<file path="src/rtl/writeback_unit_pkg.sv">
// Shared core package: register-file geometry, register-index type and the
// round-robin pointer encoding used by the writeback arbiter.
package writeback_unit_pkg;

    localparam int WIDTH = 32;
    localparam int NREG  = 32;
    localparam int AW    = $clog2(NREG);

    typedef logic [AW-1:0] reg_idx_t;

    typedef enum logic {
        RR_LSU_FIRST = 1'b0,
        RR_ALU_FIRST = 1'b1
    } rr_state_e;

endpackage

</file>
<file path="src/rtl/writeback_unit_rr_arbiter2.sv">
// Two-input round-robin arbiter between the ALU and LSU result ports.
// state        | meaning
// RR_LSU_FIRST | LSU wins the next contested cycle (reset value)
// RR_ALU_FIRST | ALU wins the next contested cycle
module rr_arbiter2
    import writeback_unit_pkg::*;
(
    input  logic clk,
    input  logic rst,
    input  logic alu_req_i,
    input  logic lsu_req_i,
    output logic alu_gnt_o,
    output logic lsu_gnt_o
);

    rr_state_e state_q, state_d;
    logic      alu_gnt, lsu_gnt;

    always_ff @(posedge clk or negedge rst) begin
        if (!rst) begin
            state_q <= RR_LSU_FIRST;
        end else begin
            state_q <= state_d;
        end
    end

    always_comb begin
        state_d = state_q;
        alu_gnt = 1'b0;
        lsu_gnt = 1'b0;
        if (alu_req_i && lsu_req_i) begin
            // The pointer only moves when both sides compete.
            if (state_q == RR_LSU_FIRST) begin
                lsu_gnt = 1'b1;
                state_d = RR_ALU_FIRST;
            end else begin
                alu_gnt = 1'b1;
                state_d = RR_LSU_FIRST;
            end
        end else if (alu_req_i) begin
            alu_gnt = 1'b1;
        end else if (lsu_req_i) begin
            lsu_gnt = 1'b1;
        end
    end

    // Grants are forced low while reset is held so nothing is accepted.
    assign alu_gnt_o = alu_gnt & rst;
    assign lsu_gnt_o = lsu_gnt & rst;

endmodule

</file>
<file path="src/rtl/writeback_unit.sv">
// Writeback stage: arbitrates ALU/LSU results onto one registered register-file
// write port and tracks outstanding destination writes in a pending scoreboard.
module writeback_unit #(
    parameter int WIDTH = writeback_unit_pkg::WIDTH,
    parameter int NREG  = writeback_unit_pkg::NREG,
    parameter int AW    = writeback_unit_pkg::AW
) (
    input  logic             clk,
    input  logic             rst,
    input  logic             alu_valid,
    output logic             alu_ready,
    input  logic [AW-1:0]    alu_rd,
    input  logic [WIDTH-1:0] alu_data,
    input  logic             lsu_valid,
    output logic             lsu_ready,
    input  logic [AW-1:0]    lsu_rd,
    input  logic [WIDTH-1:0] lsu_data,
    input  logic             issue_valid,
    input  logic [AW-1:0]    issue_rd,
    input  logic             flush,
    output logic             rf_we,
    output logic [AW-1:0]    rf_waddr,
    output logic [WIDTH-1:0] rf_wdata,
    output logic [NREG-1:0]  pending
);
    import writeback_unit_pkg::*;

    logic             alu_gnt, lsu_gnt, xfer;
    logic [AW-1:0]    sel_rd;
    logic [WIDTH-1:0] sel_data;

    logic             rf_we_q, rf_we_d;
    logic [AW-1:0]    rf_waddr_q, rf_waddr_d;
    logic [WIDTH-1:0] rf_wdata_q, rf_wdata_d;
    logic [NREG-1:0]  pending_q, pending_d;

    rr_arbiter2 u_arb (
        .clk       (clk),
        .rst       (rst),
        .alu_req_i (alu_valid),
        .lsu_req_i (lsu_valid),
        .alu_gnt_o (alu_gnt),
        .lsu_gnt_o (lsu_gnt)
    );

    assign alu_ready = alu_gnt;
    assign lsu_ready = lsu_gnt;

    always_comb begin
        xfer       = alu_gnt | lsu_gnt;
        sel_rd     = lsu_gnt ? lsu_rd   : alu_rd;
        sel_data   = lsu_gnt ? lsu_data : alu_data;
        rf_we_d    = xfer && (sel_rd != '0);
        rf_waddr_d = rf_waddr_q;
        rf_wdata_d = rf_wdata_q;
        if (xfer) begin
            rf_waddr_d = sel_rd;
            rf_wdata_d = sel_data;
        end
        // Clear, then set (set wins), then flush overrides everything.
        pending_d = pending_q;
        if (xfer) pending_d[sel_rd] = 1'b0;
        if (issue_valid) pending_d[issue_rd] = 1'b1;
        if (flush) pending_d = '0;
        pending_d[0] = 1'b0;
    end

    always_ff @(posedge clk or negedge rst) begin
        if (!rst) begin
            rf_we_q    <= 1'b0;
            rf_waddr_q <= '0;
            rf_wdata_q <= '0;
            pending_q  <= '0;
        end else begin
            rf_we_q    <= rf_we_d;
            rf_waddr_q <= rf_waddr_d;
            rf_wdata_q <= rf_wdata_d;
            pending_q  <= pending_d;
        end
    end

    assign rf_we    = rf_we_q;
    assign rf_waddr = rf_waddr_q;
    assign rf_wdata = rf_wdata_q;
    assign pending  = pending_q;

endmodule

</file>
<file path="config.mk">
export PLATFORM = sky130hd
export DESIGN_NAME = writeback_unit
export DESIGN_NICKNAME = d
export VERILOG_FILES = /design/src/rtl/writeback_unit_pkg.sv /design/src/rtl/writeback_unit_rr_arbiter2.sv /design/src/rtl/writeback_unit.sv
export SDC_FILE = /design/constraint.sdc
export NUM_CORES = 1
export LEC_CHECK = 0
export CAP_MARGIN = 20
export CORE_MARGIN = 2
export CORE_UTILIZATION = 40
export DETAILED_ROUTE_END_ITERATION = 16
export PLACE_DENSITY = 0.77
export SYNTH_ARGS = -nofsm -noshare
export SYNTH_HDL_FRONTEND = slang
export SYNTH_SLANG_ARGS = --single-unit
</file>
<file path="constraint.sdc">
create_clock -name clk -period 2.5 [get_ports clk]
set_input_delay 0.375 -clock clk [delete_from_list [all_inputs] [get_ports clk]]
set_output_delay 0.375 -clock clk [all_outputs]
set_load 0.01 [all_outputs]
</file>
======== Yosys cells after proc, flatten, opt, wreduce, memory -nomap -nowiden ========
Index checks and enable logic that the tools add are counted.
word-level totals
  register bits after elaboration ......... 70
  bits of input ports ..................... 85
operators by class
  magnitude comparators ................... 4
  muxes and demuxes ....................... 16
  bitwise logic cells ..................... 6
  reductions and logical operators ........ 5
operators by type and width
  operator                                                            number
  2-to-1 mux 32 bit                                                   4
  AND 32 bit                                                          1
  inverter 32 bit                                                     1
  OR 32 bit                                                           1
  less-than comparator 5 x 6 -> 1 bit (second input constant)         2
  demux 1 bit (select 5 bit)                                          2
  greater-or-equal comparator 5 x 1 -> 1 bit (second input constant)  2
  2-to-1 mux 1 bit                                                    9
  2-to-1 mux 5 bit                                                    1
  nonzero test 5 bit                                                  1
  logical AND 1 bit                                                   4
  AND 1 bit                                                           2
  OR 1 bit                                                            1

======== Logic depth before layout (Yosys ltp) ========
Gate-level depths: netlist (run 1).
  depth after elaboration ................. 15
  gate-level depth with buffers ........... 6
  depth with buffers taken out ............ 5

======== By module ========
Synthesis (run 1) repeated with hierarchy kept, for this count alone.
second synthesis, totals
  cell total of the unflattened synthesis .. 352
  area total of the unflattened synthesis .. 3588.4 um2
by module, submodules not included
  module          times used  cells each  area each (um2)
  writeback_unit  1           344         3529.6
  rr_arbiter2     1           8           58.8

======== Worst setup path after synthesis (run 1) ========
No wires, ideal clock.
  path kind ............................... register to register
  start point ............................. reg u_arb.state_q
  end point ............................... reg pending_q[8], in the netlist pending[8]
  library setup time ...................... 156 ps
  arrival ................................. 1449 ps
  required time ........................... 2344 ps
  setup slack ............................. 896 ps
  stages on the path, launching flop included .. 6
  buffers on the path ..................... 1
  period minus slack after synthesis ...... 1604 ps
  cells stage by stage .................... dfrtp_1 -> and2_1 -> buf_6 -> or4_4 -> a21oi_2 -> a311oi_1
on the way
  word-level cells in the longest chain between the ends .. 14
RTL lines
  element                                                                                                                         RTL line                          source
  start: declaration                                                                                                              writeback_unit_rr_arbiter2.sv:16  rr_state_e state_q, state_d;
  start signal: assignment                                                                                                        writeback_unit_rr_arbiter2.sv:23  state_q <= state_d;
  2-to-1 mux 1 bit                                                                                                                writeback_unit_rr_arbiter2.sv:33  if (state_q == RR_LSU_FIRST) begin
  2-to-1 mux 1 bit                                                                                                                writeback_unit_rr_arbiter2.sv:31  if (alu_req_i && lsu_req_i) begin
  AND 1 bit                                                                                                                       writeback_unit_rr_arbiter2.sv:49  assign lsu_gnt_o = lsu_gnt & rst;
  2-to-1 mux 5 bit                                                                                                                writeback_unit.sv:51              sel_rd = lsu_gnt ? lsu_rd : alu_rd;
  less-than comparator 5 x 6 -> 1 bit (not written as such) / greater-or-equal comparator 5 x 1 -> 1 bit (equally long branches)  writeback_unit.sv:62              if (xfer) pending_d[sel_rd] = 1'b0;
  logical AND 1 bit (not written as such)                                                                                         writeback_unit.sv:62
  2-to-1 mux 1 bit (not written as such)                                                                                          writeback_unit.sv:62
  demux 1 bit (select 5 bit)                                                                                                      writeback_unit.sv:62
  inverter 32 bit (no source line)                                                                                                -
  AND 32 bit (no source line)                                                                                                     -
  2-to-1 mux 32 bit *                                                                                                             writeback_unit.sv:62
  OR 32 bit (no source line)                                                                                                      -
  2-to-1 mux 32 bit *                                                                                                             writeback_unit.sv:63              if (issue_valid) pending_d[issue_rd] = 1'b1;
  2-to-1 mux 32 bit *                                                                                                             writeback_unit.sv:64              if (flush) pending_d = '0;
  net pending_d[8]                                                                                                                writeback_unit.sv:35              logic [NREG-1:0] pending_q, pending_d;
  end signal: assignment                                                                                                          writeback_unit.sv:78              pending_q <= pending_d;
  end: declaration                                                                                                                writeback_unit.sv:35
The timed path passes the listed nets; every way through them passes the cells marked *.
A chain may end at the register's enable or synchronous reset.

======== Worst setup path in the final report (run 1) ========
  start point ............................. in rst
  end point ............................... out alu_ready
on the way
  word-level cells in the longest chain between the ends .. 1
RTL lines
  element             RTL line                          source
  start: declaration  writeback_unit.sv:9               input logic rst,
  AND 1 bit           writeback_unit_rr_arbiter2.sv:48  assign alu_gnt_o = alu_gnt & rst;
  end: declaration    writeback_unit.sv:11              output logic alu_ready,
No other way between the ends.

==> results.ini, run 1 <==
[status]
status = complete, no violations

[setup_path]
crit_fanout = 8
critPathLaunchType = input pin
reg2regPathDepth = 4
end_kind = output port
crit_slowest_cell = clkdlybuf4s50_1
critical_path_buf_inv_count = 3
crit_arrival_ns = 1.81
cp.required_ns = 2.12
r2r_end = pending[20]$_DFF_PN0_
slowest_delay_ns = 0.55
cp_top_family = buffers and inverters
crit_type = input pin to output port
crit_start = rst
worstReg2RegStart = u_arb.state_q$_DFFE_PN0P_
crit_chain = dlygate4sd3_1, buf_4, nand2_1, a21oi_1, clkdlybuf4s50_1
r2r_setup_slack_ns = 0.84

[synth]
yosysTopAreaCell = dfrtp_1
synth_area_leaders = dfrtp_1, mux2i_1, nand2_1
seq_area_frac_synth_pct = 48.34
synth-main-ff-cell = dfrtp_1
synth_area_per_cell_sq_um = 9.412
synth_commonest_cells = dfrtp_1, nand2_1, o21ai_0, mux2i_1, a21oi_1
syn-cell-area_sq_um = 3623
ys_types = 39
synth.most_common_cell = dfrtp_1
synth-edff-count = 0
yosysWarnings = 0
syn-num-nets = 470
netlist_instances = 385
ys_ff_latch = 70
netlist.area_leader.share_pct = 48.34
async_reset_ff_share_pct = 100.0

[global_routing]
grt_pass1_vias = 3482
antenna_found_initial = 0
grt_max_degree = 75
grt_pass1_wl_microns = 17360
grt_remaining_overflow = 0
grt_usage_pct = 22.47

[timing]
finalSetupViolCount = 0
post-route-min-period_ns = 2.182
finalCritPeriodShare_pct = 87.28
slew_viol_final = 0
fin_setup_tns_ns = 0
rsz0062_at_grt = no
final_hold_viol_count = 0
relSlewSlack_pct = 43.16
tightest_slew_ns = 0.8526
clock_skew_ns = 0.01338
max_freq_ghz = 0.4583

[cells_and_area]
layout-drive-gt1-share_pct = 7.143
nets = 626
multiInputGateArea_sq_um = 1740
fillCellCount = 737
area_delta_synth_final_pct = 52.45
instances_no_fill = 654
fin_area_sq_um = 5524
antenna_cells = 0
seq_area_sq_um = 1752

[pwr]
ir_worst_vdd_uv = 268.3
intPower_mw = 2.122
power.share.clock_pct = 29.7
total_power_mw = 2.989
p_seq_share_pct = 43.3
p_sw_mw = 0.8672
p_per_area_nw_per_um2 = 541.2
leakage_nw = 2.377
swShare_pct = 29.01
combPwrFrac_pct = 27.0

[floorplanning]
io_pins = 157
die_x_microns = 99.18
initial_core_util_pct = 41.35
design.core.area_sq_um = 8763
rows = 34
dieHeight_microns = 99.18
die_area_sq_um = 9836

[job]
drv_cap = 0

[clocking]
clk_pin_slew_worst_paths_ns = 0.07
insertion_delay_ns = 0.35
root_buffer = clkbuf_8
clock_sinks = 70
clk_path_buf_depth = 2
cts_tree = built
cts_buffers = 9
htreeDepth = 3

[drt]
drc_errors = 0
drt-total-wl_microns = 10970
ant_nets = 0
vias = 3607
dr.pass1.iters = 5
first_iter_violations = 157
viasPerCell = 5.515
post_drt_wl_per_cell_microns = 16.77

[placed_design]
dp_hpwl_microns = 8108
placed_area_sq_um = 5321
dpl.cell_count = 637
routabilityCongestion = 0.9101
port_buffers = 155

[min_path]
min_path_type = input pin to asynchronous set/reset pin

flip-flops by register name (all words and copies together) (netlist names):
signal / flops
pending: 31
rf_waddr: 5
rf_wdata: 32
rf_we: 1
u_arb.state_q: 1
through the flow:
| step | setup WS, ns | hold WS (ns) | util [%] |
|---|---|---|---|
| 3_5_place_dp | 0.1820 | 0.2099 | 60.72 |
| 6_report | 0.3179 | 0.3963 | 63.04 |
| 3_3_place_gp | 0.2173 | 0.2073 | 60.72 |
| 2_1_floorplan | 0.8956 | 0.07941 | - |
| 5_1_grt | 0.2422 | 0.4031 | 63.04 |
| 4_1_cts | 0.05572 | 0.4119 | 63.01 |
layer usage:
metal / vias to the layer above / GRT usage [%] / wire [microns]
met2: 142 / 37.16 / 5404
met4: 0 / 10.75 / 357
li1: 1710 / - / -
met5: - / 0 / 0
met3: 29 / 3.584 / 670
met1: 1726 / 28.91 / 4537
how the worst max path moves through the flow:
stage | to | cells after the start
3_3_place_gp | lsu_ready | 5
2_1_floorplan | pending[8]$_DFF_PN0_ | 5
4_1_cts | lsu_ready | 6
3_5_place_dp | lsu_ready | 5
6_report | alu_ready | 5
5_1_grt | alu_ready | 5
final cells by class:
cell class	instances	share of cell area, %
clock inverter	6	1.133
multi-input combinational	286	31.51
clock buffer	10	2.310
inverter	4	0.2718
tap	108	2.446
sequential	70	31.71
timing repair buffer	170	30.62
layout by cell type (no fill, tap or decap), drive strengths merged, types with 2 or more instances in the layout:
cell type and count:
o21ai 41, o2111ai 3, nor2 35, clkinv 2, dfrtp 70, o41ai 3, nor2b 4, or4 2
nand3 3, buf 15, nand4 4, clkdlybuf4s50 153, nor3b 4, nand4b 4, nand2 60, inv 4
mux2i 37, and2 2, clkbuf 10, and3 2, nand3b 5, clkinvlp 3, a311oi 15, a211oi 16
a21oi 37
kinds of logic (layout without fill, tap and decap cells):
family,Yosys count,after routing,share of synthesized area [%]
flops,70,70,48.34
compound gates,118,118,20.06
other cells,1,1,0.1035
xor+xnor,1,1,0.2418
buf+inv,29,190,4.006
simple gates,129,129,17.02
mux,37,37,10.22
power groups by stage:
stage	registers, mW	logic (mW)	clock network [mW]
final	1.30	0.807	0.887
after global routing	1.31	0.870	0.953
after CTS	1.30	0.813	0.910
after detailed placement	1.32	0.809	0
after global placement	1.31	0.792	0
after floorplan	1.36	0.302	0
repair_timing:
| item | in CTS | in global routing |
|---|---|---|
| gates resized for setup | 0 | 1 |
| endpoints found under the hold margin | 3 | 0 |
| setup buffers | 0 | 0 |
| endpoints found under the setup margin | 0 | 1 |
| hold buffers | 1 | 0 |
(Power assumes the default switching activity.)
==> run 2: changes to the inputs <==
--- a/config.mk
+++ b/config.mk
@@ -10,6 +10,7 @@
 export CORE_UTILIZATION = 40
 export DETAILED_ROUTE_END_ITERATION = 16
 export PLACE_DENSITY = 0.77
+export SLEW_MARGIN = 20
 export SYNTH_ARGS = -nofsm -noshare
 export SYNTH_HDL_FRONTEND = slang
 export SYNTH_SLANG_ARGS = --single-unit
==> results of run 2 <==
The final DEF is identical to that of run 1; final timing and power are the same.
